File: src/rtl/coproc_cmd_sched.sv
// -----------------------------------------------------------------------------
// coproc_cmd_sched
//   Command front-end for the image coprocessor. Host commands
//   {func, gray, img_idx} are buffered in a CMD_DEPTH-entry FIFO. Each command
//   is launched to the engine (eng_start) and then walked row by row over an
//   IMG_H-row image, using a row_req/row_ack handshake.
//
//   Optional feature macro: COPROC_ABORT_EN
//     When defined, adds input 'abort'. It flushes the queue, drops the
//     in-flight command without a done pulse, and discards a same-cycle start.
//
// Ports
//   clk, rst_n          clock, asynchronous active-low reset
//   start/gray/img_idx/func   host command strobe and fields
//   rdy                 queue not full (registered)
//   busy                queue non-empty or a command in flight
//   done                one-cycle pulse per completed command
//   err_ovf             sticky: start while rdy low
//   err_idx             one-cycle pulse: start rejected, img_idx >= NUM_IMG
//   eng_start           one-cycle launch pulse to the engine
//   eng_func/eng_gray   fields of the most recently launched command
//   row_req/row_addr    row request, address = img_idx*IMG_H + row
//   row_ack             engine accepts the current row
//   abort               (COPROC_ABORT_EN only) flush and return to idle
// -----------------------------------------------------------------------------
module coproc_cmd_sched #(
    parameter int IMG_H     = 256,
    parameter int NUM_IMG   = 2,
    parameter int FUNC_W    = 3,
    parameter int CMD_DEPTH = 4,
    parameter int IDX_W     = (NUM_IMG > 1) ? $clog2(NUM_IMG) : 1,
    parameter int ADDR_W    = (NUM_IMG * IMG_H > 1) ? $clog2(NUM_IMG * IMG_H) : 1
) (
    input  logic              clk,
    input  logic              rst_n,
    input  logic              start,
    input  logic              gray,
    input  logic [IDX_W-1:0]  img_idx,
    input  logic [FUNC_W-1:0] func,
    output logic              rdy,
    output logic              busy,
    output logic              done,
    output logic              err_ovf,
    output logic              err_idx,
    output logic              eng_start,
    output logic [FUNC_W-1:0] eng_func,
    output logic              eng_gray,
    output logic              row_req,
    output logic [ADDR_W-1:0] row_addr,
    input  logic              row_ack
`ifdef COPROC_ABORT_EN
    ,
    input  logic              abort
`endif
);

    localparam int ROW_W = (IMG_H > 1) ? $clog2(IMG_H) : 1;
    localparam int PTR_W = $clog2(CMD_DEPTH);
    localparam int CNT_W = PTR_W + 1;

    typedef enum logic [1:0] {IDLE, LAUNCH, ROW, FINISH} state_t;

    typedef struct packed {
        logic [FUNC_W-1:0] func;
        logic              gray;
        logic [IDX_W-1:0]  idx;
    } cmd_t;

    logic abort_w;
`ifdef COPROC_ABORT_EN
    assign abort_w = abort;
`else
    assign abort_w = 1'b0;
`endif

    state_t            state_q, state_d;
    cmd_t              mem_q [CMD_DEPTH];
    cmd_t              mem_d [CMD_DEPTH];
    logic [PTR_W-1:0]  wr_ptr_q, wr_ptr_d, rd_ptr_q, rd_ptr_d;
    logic [CNT_W-1:0]  cnt_q, cnt_d;
    logic [ROW_W-1:0]  row_q, row_d;
    logic [IDX_W-1:0]  idx_q, idx_d;
    logic [ADDR_W-1:0] row_addr_q, row_addr_d;
    logic [FUNC_W-1:0] eng_func_q, eng_func_d;
    logic              eng_gray_q, eng_gray_d;
    logic              eng_start_q, eng_start_d;
    logic              row_req_q, row_req_d;
    logic              done_q, done_d;
    logic              rdy_q, rdy_d;
    logic              err_ovf_q, err_ovf_d;
    logic              err_idx_q, err_idx_d;

    logic idx_ok, push, pop;
    cmd_t head;

    always_comb begin
        // With a power-of-two NUM_IMG this is constant-true; kept for other sizes.
        idx_ok = (32'(img_idx) < 32'(NUM_IMG));
        // rdy_q already reflects fullness after last cycle's push/pop, so a
        // full queue never accepts a push even when it pops this cycle.
        push   = start && rdy_q && idx_ok && !abort_w;
        pop    = (state_q == IDLE) && (cnt_q != '0) && !abort_w;
        head   = mem_q[rd_ptr_q];

        mem_d       = mem_q;
        wr_ptr_d    = wr_ptr_q;
        rd_ptr_d    = rd_ptr_q;
        state_d     = state_q;
        row_d       = row_q;
        idx_d       = idx_q;
        row_addr_d  = row_addr_q;
        eng_func_d  = eng_func_q;
        eng_gray_d  = eng_gray_q;
        row_req_d   = row_req_q;
        eng_start_d = 1'b0;
        done_d      = 1'b0;

        if (push) begin
            mem_d[wr_ptr_q] = '{func: func, gray: gray, idx: img_idx};
            wr_ptr_d        = wr_ptr_q + PTR_W'(1);
        end
        if (pop) rd_ptr_d = rd_ptr_q + PTR_W'(1);
        cnt_d = cnt_q + CNT_W'(push) - CNT_W'(pop);

        // Bad index wins over overflow: such a start never sets err_ovf.
        err_idx_d = start && !idx_ok;
        err_ovf_d = err_ovf_q || (start && idx_ok && !rdy_q);

        case (state_q)
            IDLE: begin
                if (pop) begin
                    eng_func_d  = head.func;
                    eng_gray_d  = head.gray;
                    idx_d       = head.idx;
                    eng_start_d = 1'b1;
                    state_d     = LAUNCH;
                end
            end
            LAUNCH: begin
                row_d      = '0;
                row_addr_d = ADDR_W'(idx_q) * ADDR_W'(IMG_H);
                row_req_d  = 1'b1;
                state_d    = ROW;
            end
            ROW: begin
                if (row_ack) begin
                    if (row_q == ROW_W'(IMG_H - 1)) begin
                        row_req_d = 1'b0;
                        done_d    = 1'b1;
                        state_d   = FINISH;
                    end else begin
                        row_d      = row_q + ROW_W'(1);
                        row_addr_d = row_addr_q + ADDR_W'(1);
                    end
                end
            end
            default: state_d = IDLE;  // FINISH
        endcase

        if (abort_w) begin
            wr_ptr_d    = '0;
            rd_ptr_d    = '0;
            cnt_d       = '0;
            state_d     = IDLE;
            row_d       = '0;
            row_req_d   = 1'b0;
            eng_start_d = 1'b0;
            done_d      = 1'b0;
        end

        rdy_d = (cnt_d != CNT_W'(CMD_DEPTH));
    end

    always_ff @(posedge clk or negedge rst_n) begin
        if (!rst_n) begin
            for (int i = 0; i < CMD_DEPTH; i++) mem_q[i] <= '0;
            state_q     <= IDLE;
            wr_ptr_q    <= '0;
            rd_ptr_q    <= '0;
            cnt_q       <= '0;
            row_q       <= '0;
            idx_q       <= '0;
            row_addr_q  <= '0;
            eng_func_q  <= '0;
            eng_gray_q  <= 1'b0;
            eng_start_q <= 1'b0;
            row_req_q   <= 1'b0;
            done_q      <= 1'b0;
            rdy_q       <= 1'b1;
            err_ovf_q   <= 1'b0;
            err_idx_q   <= 1'b0;
        end else begin
            mem_q       <= mem_d;
            state_q     <= state_d;
            wr_ptr_q    <= wr_ptr_d;
            rd_ptr_q    <= rd_ptr_d;
            cnt_q       <= cnt_d;
            row_q       <= row_d;
            idx_q       <= idx_d;
            row_addr_q  <= row_addr_d;
            eng_func_q  <= eng_func_d;
            eng_gray_q  <= eng_gray_d;
            eng_start_q <= eng_start_d;
            row_req_q   <= row_req_d;
            done_q      <= done_d;
            rdy_q       <= rdy_d;
            err_ovf_q   <= err_ovf_d;
            err_idx_q   <= err_idx_d;
        end
    end

    assign rdy       = rdy_q;
    assign busy      = (cnt_q != '0) || (state_q != IDLE);
    assign done      = done_q;
    assign err_ovf   = err_ovf_q;
    assign err_idx   = err_idx_q;
    assign eng_start = eng_start_q;
    assign eng_func  = eng_func_q;
    assign eng_gray  = eng_gray_q;
    assign row_req   = row_req_q;
    assign row_addr  = row_addr_q;

endmodule

File: config.mk
export PLATFORM = sky130hd
export DESIGN_NAME = coproc_cmd_sched
export DESIGN_NICKNAME = d
export VERILOG_FILES = /design/src/rtl/coproc_cmd_sched.sv
export SDC_FILE = /design/constraint.sdc
export NUM_CORES = 1
export LEC_CHECK = 0
export ABC_AREA = 1
export CAP_MARGIN = 20
export CORE_MARGIN = 2
export CORE_UTILIZATION = 51
export CTS_CLUSTER_SIZE = 14
export DETAILED_ROUTE_END_ITERATION = 8
export GPL_TIMING_DRIVEN = 0
export HOLD_SLACK_MARGIN = 0.02
export PLACE_DENSITY = 0.76
export SETUP_SLACK_MARGIN = 0.02
export SLEW_MARGIN = 20
export SYNTH_ARGS = -nofsm -noshare
export SYNTH_HDL_FRONTEND = slang
export SYNTH_SLANG_ARGS = --single-unit
File: constraint.sdc
create_clock -name clk -period 2.22 [get_ports clk]
set_clock_uncertainty 0.15 [all_clocks]
set_input_delay 0.333 -clock clk [delete_from_list [all_inputs] [get_ports clk]]
set_output_delay 0.333 -clock clk [all_outputs]
set_load 0.01 [all_outputs]
# Word-level counts from Yosys, hierarchy flattened
# Cells that the tools add are included.
classes:
  addsub: 6
  magnitude_cmp: 3
  eq_ne: 8
  muxes: 24
  bitwise: 2
  n_reduce_logical: 15
ops:
  columns: ["operator", "count"]
  rows:
  - ["20-bit bitwise mux", 1]
  - ["9-bit 2-to-1 mux", 2]
  - ["9-bit case mux with 2 select lines", 1]
  - ["8-bit 2-to-1 mux", 2]
  - ["8-bit case mux with 2 select lines", 1]
  - ["5-bit 2-to-1 mux", 3]
  - ["5-bit binary-select mux with 2-bit select", 1]
  - ["5-bit demux with 2-bit select", 1]
  - ["9-bit by 1-bit adder with 9-bit output, second input constant", 1]
  - ["3-bit AND reduction", 3]
  - ["8-bit by 1-bit adder with 8-bit output, second input constant", 1]
  - ["8-bit equality test, second input constant", 1]
  - ["2-bit != test, second input constant", 4]
  - ["1-bit 2-to-1 mux", 7]
  - ["3-bit greater-or-equal comparator, second input constant", 2]
  - ["2-bit 2-to-1 mux", 3]
  - ["2-bit inverter with 3-bit output", 2]
  - ["2-bit case mux with 3 select lines", 1]
  - ["2-bit by 1-bit adder with 2-bit output, second input constant", 2]
  - ["1-bit logical AND", 4]
  - ["2-bit nonzero test", 2]
  - ["3-bit by 1-bit adder with 3-bit output", 1]
  - ["3-bit by 1-bit < comparator with 1-bit output, second input constant", 1]
  - ["3-bit != test, second input constant", 1]
  - ["other kinds (9)", 10]
word_totals:
  register_bits: 56
  in_bits: 9

# Logic depth before layout (Yosys ltp)
logic_depth:
  depth_word: 6
  ltp_mapped: 11
  depth_no_buf: 10

# Worst setup path after synthesis
# OpenSTA, ideal clock, no wires.
synth_path:
  path_type: "reg2reg"
  from: "reg state_q[0]"
  to: "reg rdy_q (netlist: rdy)"
  setup_time_ps: 82
  arrival_time_ps: 1970
  required_time_ps: 1988
  setup_slack_ps: 18
  path_stages_with_launch: 12
  path_cell_list: "dfrtp_1 -> inv_1 -> ha_1 -> nand2_1 -> inv_1 -> buf_2 -> ha_1 -> inv_1 -> ha_1 -> fa_1 -> xor2_1 -> nand2_1"
synth_via:
  elab_chain_len: 4
synth_lines:
  columns: ["item", "line", "text"]
  rows:
  - ["from (decl)", "76", "state_t state_q, state_d;"]
  - ["from (signal assigned)", "194", "state_q <= state_d;"]
  - ["2-bit zero test", "102", "pop = (state_q == IDLE) && (cnt_q != '0) && !abort_w;"]
  - ["1-bit logical AND", "102", null]
  - ["3-bit by 1-bit subtractor with 3-bit output", "123", "cnt_d = cnt_q + CNT_W'(push) - CNT_W'(pop);"]
  - ["net cnt_d[2]", "80", "logic [CNT_W-1:0] cnt_q, cnt_d;"]
  - ["3-bit != test", "171", "rdy_d = (cnt_d != CNT_W'(CMD_DEPTH));"]
  - ["net rdy_d", "89", "logic rdy_q, rdy_d;"]
  - ["to (signal assigned)", "206", "rdy_q <= rdy_d;"]
  - ["to (decl)", "89", null]
# The timed path passes the listed nets, and every way through them passes these cells.
# A chain may end at the register's enable or synchronous reset.

# Worst setup path after layout
# Same ends and word-level chain as after synthesis.

==> metrics.cfg <==
[global_routing]
met2_usage_pct=34.2
grt_pass1_wl_um=9340
antenna_found_initial=0
grt_use_met1_pct=24.2
grt_max_degree=57
grt_pass1_vias=2137
grt_use_met3_pct=3.88
grtUsageTotal_pct=19.6
grt-ovfl-total=0
top_usage_layer=met2

[clock_tree]
cts_tree=done
clkSinkCount=56
clockBufferDepth=2
cts_buffers=5
root_buffer=clkbuf_8
clk_pin_slew_ns=0.10
insertion_delay_ns=0.31
htreeDepth=2

[placement]
globalplace.congestion=0.832
placed_area_um2=3090
io_buffer_count=27
placed_cells=426
dp_hpwl_um=3690

[layout]
nets=393
diodes=0
ff_latch_area_um2=1400
fin_cells=443
multi_input_area_um2=1200
area_growth_syn_to_layout_pct=21.8
final_cell_area_um2=3330
drive_gt1_share_pct=10.7
layout_commonest_cell=nand2_1
num-fill-cells=441
mostFrequentLayoutCells=nand2_1 (80), dfrtp_1 (55), o21ai_0 (43), nor2_1 (41), inv_1 (29)

[sta]
slew_headroom_pct=53.2
finalSetupViolations=0
rsz0062_at_grt=false
finalMaxSlewViolations=0
max_freq_mhz=461
period_share_pct=97.7
min_period_ns=2.17
tightest_slew_ns=0.702
finalHoldViolCount=0

[floorplanning]
die_x_um=77.2
boundaryPins=29
core_area_um2=5140
die_y_um=77.2
initial_core_util_pct=53.2
row_count=26
die_area_um2=5960

[synthesis]
synth.distinct_cells=30
synth-compound-area-share_pct=12.3
ys_seq_area_share_pct=51.3
synth.area.mux_share_pct=0
synthArstFlopShare_pct=100
synth_fa_ha_area_share_pct=5.76
synth_area_um2=2740
synth_top_family_by_area=simple AND/OR/NAND/NOR gates
synthesis.nets=350
ys_warn_count=0
synth-edff-count=0
syn_avg_cell_area_um2=8.31
syn_inst=329
synth-seq-cells=56
synth_simple_gate_area_share_pct=22.6
synth_xor_area_share_pct=1.28
synth-main-ff-cell=dfrtp_1

[critical_path]
cpMostUsedCell=ha_4
crit_arrival_ns=2.27
cp_slowest_cell=fa_2
cp_max_fo=3
worstSetupPathType=reg -> reg
r2r_slack_ns=0.05
crit_chain=inv_2 > ha_4 > nand2_4 > inv_4 > buf_6 > ha_4 > inv_1 > ha_2 > fa_2 > nor2_1 > nand2_1
rr_startpoint=state_q[0]
cp_slowest_stage_delay_ns=0.53
cp_top_family=adder cells
cp-end-kind=register
required_ns=2.32
cp_num_buf_inv=4
cp-startpoint=state_q[0]
setup.worst_path.start_class=register

[power_and_ir_drop]
switchingPower_uw=1070
combPwrFrac_pct=30.3
p_clk_share_pct=21.1
p_int_uw=2090
ir_drop_uv=667
switching_share_pct=33.8
p_leak_uw=0.00160
p_per_area_nw_per_um2=947
seqPwrFrac_pct=48.6
total_power_uw=3150

[drt]
final_antenna_net_count=0
drt-total-wl_um=5600
wl_per_cell_um=12.6
drt_iter0_markers=142
routed_via_density=5.13
dr.pass1.iters=5
drc_errors=0
vias=2274

[status]
status=finished clean

[run]
maxCapViolCount=0

[hold_path]
hold_start=mem_q[4]
hold_path_class=reg -> reg

==> power by group through the flow <==
stage	clock, µW	combinational [µW]	sequential [µW]
detailed placement	0	871	1550
global route	729	1110	1570
global placement	0	828	1530
floorplan	0	588	1520
CTS	681	887	1530
finish	666	956	1530
==> cell families after synthesis <==
kind of cell	Yosys count
AO/OA/AOI/OAI	61
XOR/XNOR	4
adder cells (fa/ha/maj)	12
buffers and inverters	43
flip-flops	56
other	1
AND/OR/NAND/NOR	152
==> stage by stage <==
step / utilization, % / hold WS (ns) / TNS [ns] / setup WS [ns]
floorplan: - / -0.113 / 0 / 0.0274
global placement: 60.2 / 0.311 / -59.22 / -1.07
detailed placement: 60.2 / 0.279 / -0.351 / -0.189
CTS: 63.4 / 0.342 / 0 / 0.0320
global route: 64.8 / 0.367 / 0 / 0.00229
finish: 64.8 / 0.339 / 0 / 0.0509
==> path summary, 6_finish.rpt <==
path	to	cells past startpoint
max reg2reg	rdy	11
max	rdy	11
min in group asynchronous	row_q[0]	2
max in group asynchronous	row_addr[5]	2
min reg2reg	mem_q[4]	2
min	mem_q[4]	2
==> worst reg2reg max path, cell delays in order, from the launching register on <==
cell	delay (ns)
dfrtp_1	0.38
inv_2	0.07
ha_4	0.18
nand2_4	0.07
inv_4	0.05
buf_6	0.12
ha_4	0.24
inv_1	0.04
ha_2	0.18
fa_2	0.53
nor2_1	0.05
nand2_1	0.07
==> timing repair <==
item | 4_1_cts | 5_1_grt
cloned | 0 | 0
gates resized for setup | 10 | 5
setup buffers | 3 | 5
pin swaps | 4 | 6
endpoints found under the setup margin | 3 | 2
hold endpoints to repair | 55 | 0
hold buffers | 1 | 0
==> synthesized netlist by cell type (2+ instances only) <==
cell type / number / area share [%]
o21ai_1: 3 / 0.55
xor2_1: 3 / 0.96
buf_6: 2 / 0.82
nand3_1: 22 / 4.0
ha_1: 11 / 5.0
clkbuf_1: 4 / 0.55
dfrtp_1: 55 / 50
nor2_1: 41 / 5.6
nand2_2: 3 / 0.69
a21oi_1: 5 / 0.91
inv_1: 33 / 4.5
o21bai_1: 4 / 1.1
a31oi_1: 4 / 0.91
o21ai_0: 43 / 7.9
nand2_1: 81 / 11
==> registers in the layout, summed over array words and instances (netlist names) <==
name and flops:
wr_ptr_q 2, eng_func 3, row_q 8, mem_q 20, cnt_q 3, rd_ptr_q 2, eng_start 1, err_ovf 1
state_q 2, done 1, idx_q 1, rdy 1, row_addr 9, row_req 1, eng_gray 1
==> layout make-up <==
type / count / share of cell area (%)
Inverter: 35 / 4.02
Sequential cell: 56 / 42.1
Multi-Input combinational cell: 230 / 36.1
Tap cell: 70 / 2.63
Clock inverter: 3 / 1.28
Timing Repair Buffer: 36 / 10.1
Clock buffer: 5 / 2.07
Buffer: 8 / 1.69
==> routing by layer <==
| layer | wire length (µm) | part of all wire (%) | vias to the layer above |
|---|---|---|---|
| met5 | 0 | 0 | - |
| met3 | 219 | 3.9 | 9 |
| met2 | 2900 | 52 | 55 |
| met4 | 72 | 1.3 | 0 |
| met1 | 2410 | 43 | 1077 |
| li1 | - | - | 1133 |
Note: power is estimated with default switching activity, not from simulation.
